`config.mk`:
```
export PLATFORM = sky130hd
export DESIGN_NAME = shift_serializer
export DESIGN_NICKNAME = d
export VERILOG_FILES = /design/src/rtl/shift_serializer.sv
export SDC_FILE = /design/constraint.sdc
export NUM_CORES = 1
export LEC_CHECK = 0
export BUFFER_PORTS_ARGS = -buffer_cell sky130_fd_sc_hd__buf_2
export CAP_MARGIN = 25
export CELL_PAD_IN_SITES_DETAIL_PLACEMENT = 1
export CELL_PAD_IN_SITES_GLOBAL_PLACEMENT = 2
export CORE_ASPECT_RATIO = 1.2
export CORE_MARGIN = 8
export CORE_UTILIZATION = 29
export CTS_CLUSTER_SIZE = 16
export DETAILED_ROUTE_END_ITERATION = 8
export HOLD_SLACK_MARGIN = 0.05
export PLACE_DENSITY_LB_ADDON = 0.2
export SKIP_CTS_REPAIR_TIMING = 1
export SYNTH_ARGS = -nofsm -noshare
export SYNTH_HDL_FRONTEND = slang
export SYNTH_SLANG_ARGS = --single-unit
```
`constraint.sdc`:
```
create_clock -name clk -period 2.25 [get_ports clk]
set_input_delay 0.1125 -clock clk [delete_from_list [all_inputs] [get_ports clk]]
set_output_delay 0.1125 -clock clk [all_outputs]
set_load 0.005 [all_outputs]
```
`src/rtl/shift_serializer.sv`:
```
// Parallel-to-serial front end feeding a bidirectional shift register stage.
// Optional even-parity trailer bit is enabled by defining SHIFT_SERIALIZER_PARITY_EN.
module shift_serializer #(
    parameter int SIZE = 8
) (
    input  logic            clk,
    input  logic            reset,
    input  logic [SIZE-1:0] in_data,
    input  logic            in_lsb_first,
    input  logic            in_valid,
    output logic            in_ready,
    output logic            ser_data,
    output logic            ser_enable,
    output logic            ser_direction,
    output logic            word_done,
    output logic            busy
);

    localparam int CW = $clog2(SIZE);

    generate
        if (SIZE < 2) begin : g_size_check
            $error("shift_serializer: SIZE must be >= 2");
        end
    endgenerate

`ifdef SHIFT_SERIALIZER_PARITY_EN
    typedef enum logic [1:0] {IDLE, SHIFT, PARITY} state_t;
    logic par;
`else
    typedef enum logic [1:0] {IDLE, SHIFT} state_t;
`endif

    state_t          state;
    logic [CW-1:0]   count;
    logic [SIZE-1:0] shreg;
    logic            accept;

    // A word is consumed only on valid & ready; in_ready is high exactly in IDLE.
    assign accept = in_valid & in_ready;

    always_ff @(posedge clk) begin
        if (reset) begin
            state         <= IDLE;
            count         <= '0;
            shreg         <= '0;
`ifdef SHIFT_SERIALIZER_PARITY_EN
            par           <= 1'b0;
`endif
            in_ready      <= 1'b1;
            ser_data      <= 1'b0;
            ser_enable    <= 1'b0;
            ser_direction <= 1'b0;
            word_done     <= 1'b0;
            busy          <= 1'b0;
        end else begin
            word_done <= 1'b0;
            case (state)
                IDLE: begin
                    if (accept) begin
                        shreg         <= in_data;
`ifdef SHIFT_SERIALIZER_PARITY_EN
                        par           <= ^in_data;
`endif
                        ser_direction <= in_lsb_first;
                        count         <= CW'(SIZE - 1);
                        ser_data      <= in_lsb_first ? in_data[0] : in_data[SIZE-1];
                        ser_enable    <= 1'b1;
                        busy          <= 1'b1;
                        in_ready      <= 1'b0;
                        state         <= SHIFT;
                    end
                end
                SHIFT: begin
                    if (count == '0) begin
`ifdef SHIFT_SERIALIZER_PARITY_EN
                        ser_data   <= par;
                        state      <= PARITY;
`else
                        ser_data   <= 1'b0;
                        ser_enable <= 1'b0;
                        busy       <= 1'b0;
                        in_ready   <= 1'b1;
                        word_done  <= 1'b1;
                        state      <= IDLE;
`endif
                    end else begin
                        count <= count - CW'(1);
                        // The buffer shifts toward the emitting end so the next bit is always adjacent.
                        if (ser_direction) begin
                            shreg    <= shreg >> 1;
                            ser_data <= shreg[1];
                        end else begin
                            shreg    <= shreg << 1;
                            ser_data <= shreg[SIZE-2];
                        end
                    end
                end
`ifdef SHIFT_SERIALIZER_PARITY_EN
                PARITY: begin
                    ser_data   <= 1'b0;
                    ser_enable <= 1'b0;
                    busy       <= 1'b0;
                    in_ready   <= 1'b1;
                    word_done  <= 1'b1;
                    state      <= IDLE;
                end
`endif
                default: state <= IDLE;
            endcase
        end
    end

endmodule

```
After elaboration in Yosys (flattened, before gate mapping)
Cells that the tools add are included.
{"block": "totals", "reg_bits": 18, "inputBits": 12, "out_inout_bits": 6, "elab_cells": 46}
{"block": "op_classes", "n_addsub": 1, "n_eq_ne": 4, "muxes": 22, "n_bitwise": 2, "n_reduce_logical": 9}
{"op": "$mux 8", "n": 3}
{"op": "$pmux 8 s2", "n": 1}
{"op": "$mux 1", "n": 9}
{"op": "$mux 3", "n": 2}
{"op": "$ne 2x2->1 const B", "n": 3}
{"op": "$pmux 1 s2", "n": 3}
{"op": "$pmux 3 s2", "n": 1}
{"op": "$reduce_and 2->1", "n": 3}
{"op": "$reduce_and 3->1", "n": 2}
{"op": "$mux 2", "n": 2}
{"op": "$pmux 2 s2", "n": 1}
{"op": "$logic_not 3->1", "n": 1}
{"op": "$sub 3x1->3 const B", "n": 1}
{"op": "$eq 2x1->1 const B", "n": 1}
{"op": "$logic_not 2->1", "n": 1}
{"op": "$reduce_bool 2->1", "n": 1}
{"op": "$reduce_or 2->1", "n": 1}
{"op": "$and 1x1->1", "n": 1}
{"op": "$not 1->1", "n": 1}

Depth between registers and ports, before layout
Gate-level depths: netlist of the first run.
{"block": "logic_depth", "depth_word": 3, "ltp_mapped": 6, "mapped_depth_nobuf": 5}

Least setup slack after synthesis of the first run
Ideal clock, no wire load.
{"block": "synth_timing", "path_type": "register -> register", "startpoint": "reg count[0]", "endpoint": "reg shreg[1]", "setup_ps": 60, "arrival_ps": 1172, "t_required_ps": 2190, "path_slack_ps": 1018, "stages_incl_launch_ff": 6, "path_buffers": 0, "path_cell_list": "dfxtp_1 inv_1 ha_1 and2b_4 o21ai_4 o221a_1"}
{"block": "synth_via", "elab_chain_cells": 3}
{"element": "start: declaration", "line": "35", "rtl": "logic [CW-1:0] count;"}
{"element": "start signal: assignment", "line": "66", "rtl": "count <= CW'(SIZE - 1);"}
{"element": "start signal: assignment", "line": "88", "rtl": "count <= count - CW'(1);"}
{"element": "$logic_not 3->1", "line": "75", "rtl": "if (count == '0) begin"}
{"element": "$ne 2x2->1 (no source line)"}
{"element": "$reduce_and 3->1 (no source line)"}
{"element": "end signal: assignment", "line": "61", "rtl": "shreg <= in_data;"}
{"element": "end signal: assignment", "line": "91", "rtl": "shreg <= shreg >> 1;"}
{"element": "end signal: assignment", "line": "94", "rtl": "shreg <= shreg << 1;"}
{"element": "end: declaration", "line": "36", "rtl": "logic [SIZE-1:0] shreg;"}
Every way passes these cells.
A chain may end at the register's enable or synchronous reset.

Worst setup path after layout of the first run
{"block": "layout_timing", "startpoint": "reg count[0]", "endpoint": "reg shreg[7]"}
The elaborated chain is that of the path after synthesis.

==> impl_metrics.py, run 1 <==
metrics = {
    "timing": {
        "fmaxAchievable_mhz": 700,
        "finalSetupViolCount": 0,
        "finalHoldViolations": 0,
        "tns_ns": 0,
        "rsz0062_at_grt": "no",
        "hold_ws_ns": 0.0922,
        "worst_pin_slew_ns": 0.451,
        "slew_headroom_pct": 69.9,
        "finalCritPeriodShare_pct": 63.5,
        "min_period_ns": 1.43,
        "final-max-slew-violation-count": 0,
        "skew_ns": 0.00140,
    },
    "critical_path": {
        "critPathLaunchType": "flop",
        "cp.arrival_ns": 1.62,
        "cp_max_fo": 11,
        "cp-end-kind": "flop",
        "required_ns": 2.45,
        "crit_type": "flop to flop",
    },
    "floorplan": {
        "dieArea_sq_um": 4760,
        "start_util_pct": 29.7,
        "num_io_pins": 18,
        "die_w_um": 64.3,
        "fp.coreArea_sq_um": 2730,
        "rows": 21,
        "die_height_um": 74.0,
    },
    "global_routing": {
        "antenna_found_initial": 0,
        "grt_max_degree": 17,
        "gr-total-overflow": 0,
        "grt_pass1_vias": 710,
        "grt_pass1_wl_um": 3370,
        "grt_use_total_pct": 8.98,
    },
    "yosys": {
        "ys_seq_elements": 16,
        "synth.distinct_cells": 30,
        "yosysSeqAreaShare_pct": 39.4,
        "synthCells": 78,
        "synth_area_leaders": "dfxtp_1, mux2i_1, o221a_1",
        "avgSynthCellArea_sq_um": 10.4,
        "synth_top_cell_by_area": "dfxtp_1",
        "synth_top_area_share_pct": 39.4,
        "syn_nets": 92,
        "yosys_warnings": 0,
        "syn_area_sq_um": 812,
    },
    "detailed_routing": {
        "ant_nets": 0,
        "vias": 675,
        "first_pass_iters": 4,
        "routed_wl_um": 2010,
        "routedWlPerCell_um": 15.5,
        "wl_met1_um": 1010,
        "routed_via_density": 5.23,
        "drc": 0,
        "wl_met2_um": 873,
        "top_layer": "met4",
        "drt_iter0_drc": 11,
        "wl_met3_um": 81,
    },
    "clocking": {
        "cts-root-buf": "clkbuf_4",
        "clock_latency_ns": 0.28,
        "cts_tree": "yes",
        "cts_buffers": 3,
        "cts.sinks": 16,
        "clk_pin_slew_ns": 0.10,
        "cts_max_level": 1,
        "clockBufferDepth": 2,
    },
    "run": {
        "maxCapViolCount": 0,
    },
    "placed_design": {
        "detailed_place_hpwl_um": 1440,
        "port_buffers": 17,
        "place_congestion": 0.718,
    },
    "layout": {
        "drive_gt1_share_pct": 28.4,
        "diodes": 0,
        "nets": 110,
        "fill_cells": 331,
        "area_growth_pct": 17.3,
    },
    "pwr": {
        "ir_drop_mv": 0.269,
        "power.density_nw_per_um2": 793,
        "p_leak_uw": 0.000391,
    },
    "status": {
        "status": "finished, final reports clean",
    },
    "hold_path": {
        "hold_class": "input pin to flop",
    },
}
-- state kept, by name, summed over array words and instances (netlist names) --
name           count
word_done          1
count              3
ser_direction      1
shreg              8
in_ready           1
busy               1
ser_data           1
-- placed cells by master, fill, tap and decap left out --
cell type,count
o21a_1,2
nor2b_1,2
nor2_1,2
nand3b_4,1
clkbuf_4,3
o221a_1,6
a311oi_1,2
and2b_4,1
nand3_1,1
o21ai_4,1
nor3_1,1
inv_1,2
a21oi_1,2
buf_2,17
buf_4,1
clkbuf_8,1
a21oi_2,1
o21ba_1,1
o22ai_1,1
ha_1,2
a21boi_1,1
nand2b_1,4
a311o_1,1
nand2_1,3
a211o_1,1
a31oi_1,8
mux2i_1,9
dfxtp_1,16
o211a_1,1
inv_2,1
-- logic make-up after synthesis --
kind of cell	Yosys count	synth area share, %
AO/OA/AOI/OAI	28	29.3
buffers and inverters	8	5.24
adder cells (fa/ha/maj)	2	3.08
multiplexers	9	11.1
flip-flops	16	39.4
AND/OR/NAND/NOR	15	11.9
-- area by class of cell --
type | count | area [sq um] | share of cell area [%]
multi-input cells | 54 | 449 | 47.2
flip-flops and latches | 16 | 320 | 33.6
repair buffers | 18 | 92.6 | 9.72
well taps | 34 | 42.5 | 4.47
clock buffers | 4 | 36.3 | 3.81
inverters | 3 | 11.3 | 1.18
-- worst max-delay path, stage by stage (launching register included) --
cell	delay, ns
dfxtp_1	0.36
inv_1	0.07
ha_1	0.22
nand2b_1	0.31
nand2b_1	0.09
a311oi_1	0.28
-- synth_stat cells --
library cell	count
dfxtp_1	16
mux2i_1	9
a31oi_1	8
o221a_1	6
nand2b_1	4
nand2_1	3
a21oi_1	2
a311oi_1	2
clkbuf_1	2
ha_1	2
inv_1	2
nor2_1	2
nor2b_1	2
o21a_1	2
a211o_1	1
a21boi_1	1
a21oi_2	1
a311o_1	1
and2b_4	1
buf_2	1
buf_4	1
buf_6	1
inv_2	1
nand3_1	1
nand3b_4	1
nor3_1	1
o211a_1	1
o21ai_4	1
o21ba_1	1
o22ai_1	1
-- per-layer routing --
metal	global-route usage, %	vias to the layer above
met5	0	-
met4	5.10	0
met3	2.86	4
met2	13.9	18
met1	10.7	321
li1	-	332
-- per-stage QoR --
step	power, uW	util, %	setup slack (ns)	area (sq um)	instances
2_1_floorplan	512	-	1.02	812	78
3_3_place_gp	568	33.5	0.853	916	125
3_5_place_dp	571	33.5	0.828	916	125
4_1_cts	767	34.8	0.787	952	129
5_1_grt	811	34.8	0.684	952	129
6_report	755	34.8	0.822	952	129
-- final timing paths --
check	from	to	slack, ns	cells after the start
setup reg to reg	count[0]$_SDFFE_PP0P_	shreg[7]$_SDFFE_PP0P_	0.82	5
hold / removal	in_lsb_first	ser_direction$_SDFFE_PP0P_	0.09	3
hold reg to reg	count[1]$_SDFFE_PP0P_	count[1]$_SDFFE_PP0P_	0.47	1
setup / recovery	count[0]$_SDFFE_PP0P_	shreg[7]$_SDFFE_PP0P_	0.82	5
-- report_power, final --
group	total, uW	internal, uW	switching, uW
Combinational	197	95.1	102
Sequential	363	323	40.3
Clock	194	98.5	95.7
Note: power is estimated with default switching activity, not from simulation.
==> run 2, diff against run 1 <==
ABC_AREA = 1   (was not set)
CORE_UTILIZATION = 25   (was 29)
clock period = 1.2 ns   (was 2.25 ns; I/O delays follow)
==> run 2 against run 1 <==
Register-to-register slack lost 0.76 ns. Hold slack worse by 0.050 ns. First-iteration DRC count rose to 5.1 times the previous value.
==> impl_metrics.py, run 2 <==
metrics = {
    "pwr": {
        "p_leak_uw": 0.000603,
        "p_seq_share_pct": 37.3,
        "ir_drop_mv": 0.682,
        "swShare_pct": 34.9,
        "intPower_uw": 1140,
        "p_comb_share_pct": 34.5,
        "p_switching_uw": 611,
        "clkPwrFrac_pct": 28.2,
        "power.density_nw_per_um2": 1530,
    },
    "layout": {
        "reg.largest.list": "shreg: 8 flops, count: 3 flops",
        "nets": 180,
        "drive_gt1_share_pct": 26.7,
        "stdcell_area_sq_um": 1140,
        "final_cell_mix": "nand2_1, buf_2, inv_1",
        "final_common_cell": "nand2_1",
        "layout.cells.non_filler": 202,
        "area_growth_pct": 27.8,
        "diodes": 0,
        "multi_input_area_sq_um": 498,
        "regArea_sq_um": 322,
        "largest_reg_flops": 8,
        "top_register": "shreg",
        "fill_cells": 448,
    },
    "timing": {
        "worst_pin_slew_ns": 0.379,
        "skew_ns": 0.00168,
        "final-max-slew-violation-count": 0,
        "hold_ws_ns": 0.0420,
        "rsz0062_at_grt": "yes",
        "finalCritPeriodShare_pct": 95.0,
        "finalHoldViolations": 0,
        "slew_headroom_pct": 74.7,
        "min_period_ns": 1.14,
        "fmaxAchievable_mhz": 878,
        "finalSetupViolCount": 0,
    },
    "yosys": {
        "synth_top_cell_by_area": "dfxtp_1",
        "async_reset_ff_share_pct": 0,
        "synthFlopType": "dfxtp_1",
        "yosysMostFrequentCell": "nand2_1",
        "avgSynthCellArea_sq_um": 6.37,
        "syn_nets": 154,
        "ys_seq_elements": 16,
        "synth.distinct_cells": 16,
        "synthCells": 140,
        "synth_top_area_share_pct": 35.9,
        "synth_area_leaders": "dfxtp_1, nand2_1, nand3_1",
        "synth_edf_count": 0,
        "yosys_warnings": 0,
        "yosysSeqAreaShare_pct": 35.9,
        "syn_area_sq_um": 892,
        "synth_commonest_cells": "nand2_1, dfxtp_1, inv_1",
    },
    "critical_path": {
        "cp_top_family": "flip-flops",
        "crit_type": "flop to flop",
        "rrSetupSlack_ns": 0.06,
        "cp-end-kind": "flop",
        "cp.arrival_ns": 1.32,
        "cp_cell_sequence": "inv_1 -> nand2_2 -> nand2_8 -> buf_4 -> a21oi_2",
        "worst_path_max_delay_cell": "dfxtp_2",
        "critPathLaunchType": "flop",
        "required_ns": 1.39,
        "crit_buf_inv": 2,
        "cp_max_fo": 9,
        "cpPeakStageDelay_ns": 0.38,
    },
    "clocking": {
        "cts_tree": "yes",
        "cts_max_level": 1,
        "cts_buffers": 3,
        "clockBufferDepth": 2,
        "clk_pin_slew_ns": 0.07,
        "clock_latency_ns": 0.25,
        "cts-root-buf": "clkbuf_8",
        "cts.sinks": 16,
    },
    "hold_path": {
        "hold_class": "input pin to flop",
    },
    "global_routing": {
        "gr-total-overflow": 0,
        "grt_pass1_vias": 930,
        "grt_max_degree": 19,
        "grt_pass1_wl_um": 4210,
        "grt_use_total_pct": 9.02,
        "antenna_found_initial": 0,
    },
    "floorplan": {
        "rows": 23,
        "die_height_um": 81.4,
        "start_util_pct": 26.5,
        "dieArea_sq_um": 5740,
        "num_io_pins": 18,
        "die_w_um": 70.5,
        "fp.coreArea_sq_um": 3370,
    },
    "detailed_routing": {
        "routed_via_density": 4.52,
        "vias": 914,
        "drc": 0,
        "drt_iter0_drc": 56,
        "routedWlPerCell_um": 13.2,
        "ant_nets": 0,
        "first_pass_iters": 2,
        "routed_wl_um": 2660,
    },
    "status": {
        "status": "finished, final reports clean",
    },
    "placed_design": {
        "dp.cells": 195,
        "port_buffers": 17,
        "place_congestion": 0.725,
        "placed_cell_area_sq_um": 1030,
        "detailed_place_hpwl_um": 1970,
    },
    "run": {
        "maxCapViolCount": 0,
    },
}
==> run 2: cell count changes after synthesis, moves of 3 or more <==
cell	previous run	this run
nand2_1	3	58
nand3_1	1	12
o21ai_0	0	3
o221a_1	6	0
mux2i_1	9	0
inv_1	2	16
nor2_1	2	14
a31oi_1	8	0
nand2b_1	4	0
==> run 2: worst register-to-register path: stages (launching register included) <==
cell and delay (ns):
dfxtp_2 0.38, inv_1 0.11, nand2_2 0.19, nand2_8 0.10, buf_4 0.15, a21oi_2 0.13
==> run 2: final timing paths <==
check | startpoint | end | cells after the start
worst max-delay path | busy$_SDFFE_PP0P_ | count[1]$_SDFFE_PP0P_ | 5
worst min-delay path | reset | busy$_SDFFE_PP0P_ | 2
worst max register to register | busy$_SDFFE_PP0P_ | count[1]$_SDFFE_PP0P_ | 5
worst min register to register | shreg[7]$_SDFFE_PP0P_ | shreg[7]$_SDFFE_PP0P_ | 2
==> run 2: cell families (layout without fill, tap and decap cells) <==
| family | after synthesis | after routing | share of synthesized area, % |
|---|---|---|---|
| AND/OR/NAND/NOR | 89 | 90 | 41.9 |
| buffers and inverters | 23 | 47 | 12.5 |
| flip-flops | 16 | 16 | 35.9 |
| AO/OA/AOI/OAI | 10 | 10 | 6.87 |
| adder cells (fa/ha/maj) | 2 | 2 | 2.80 |
==> run 2: per-stage QoR <==
step | setup TNS, ns | util [%] | setup slack [ns] | power, uW
6_report | 0 | 33.9 | 0.0605 | 1750
2_1_floorplan | 0 | - | 0.0561 | 1050
5_1_grt | -0.000499 | 33.9 | -0.000499 | 1870
3_5_place_dp | 0 | 30.5 | 0.0150 | 1210
3_3_place_gp | 0 | 30.5 | 0.0743 | 1190
4_1_cts | -0.00422 | 32.2 | -0.00422 | 1720
==> run 2: cell type report <==
class                   count  area share, %
clock buffers               4           4.83
inverters                  17           5.60
multi-input cells         102           43.7
flip-flops and latches     16           28.2
well taps                  37           4.06
repair buffers             26           13.6
==> run 2: power by group through the flow <==
stage / sequential [uW] / combinational (uW) / clock [uW]
global route: 660 / 680 / 534
floorplan: 657 / 389 / 0
detailed placement: 663 / 546 / 0
CTS: 651 / 549 / 516
global placement: 662 / 528 / 0
finish: 652 / 603 / 494
==> run 2: layer usage <==
layer | GRT usage (%) | vias to the layer above | share of wire (%)
met4 | 3.55 | 0 | 0.60
met1 | 9.34 | 428 | 46
met2 | 17.0 | 10 | 50
li1 | - | 474 | -
met3 | 2.41 | 2 | 3.3
met5 | 0 | - | 0
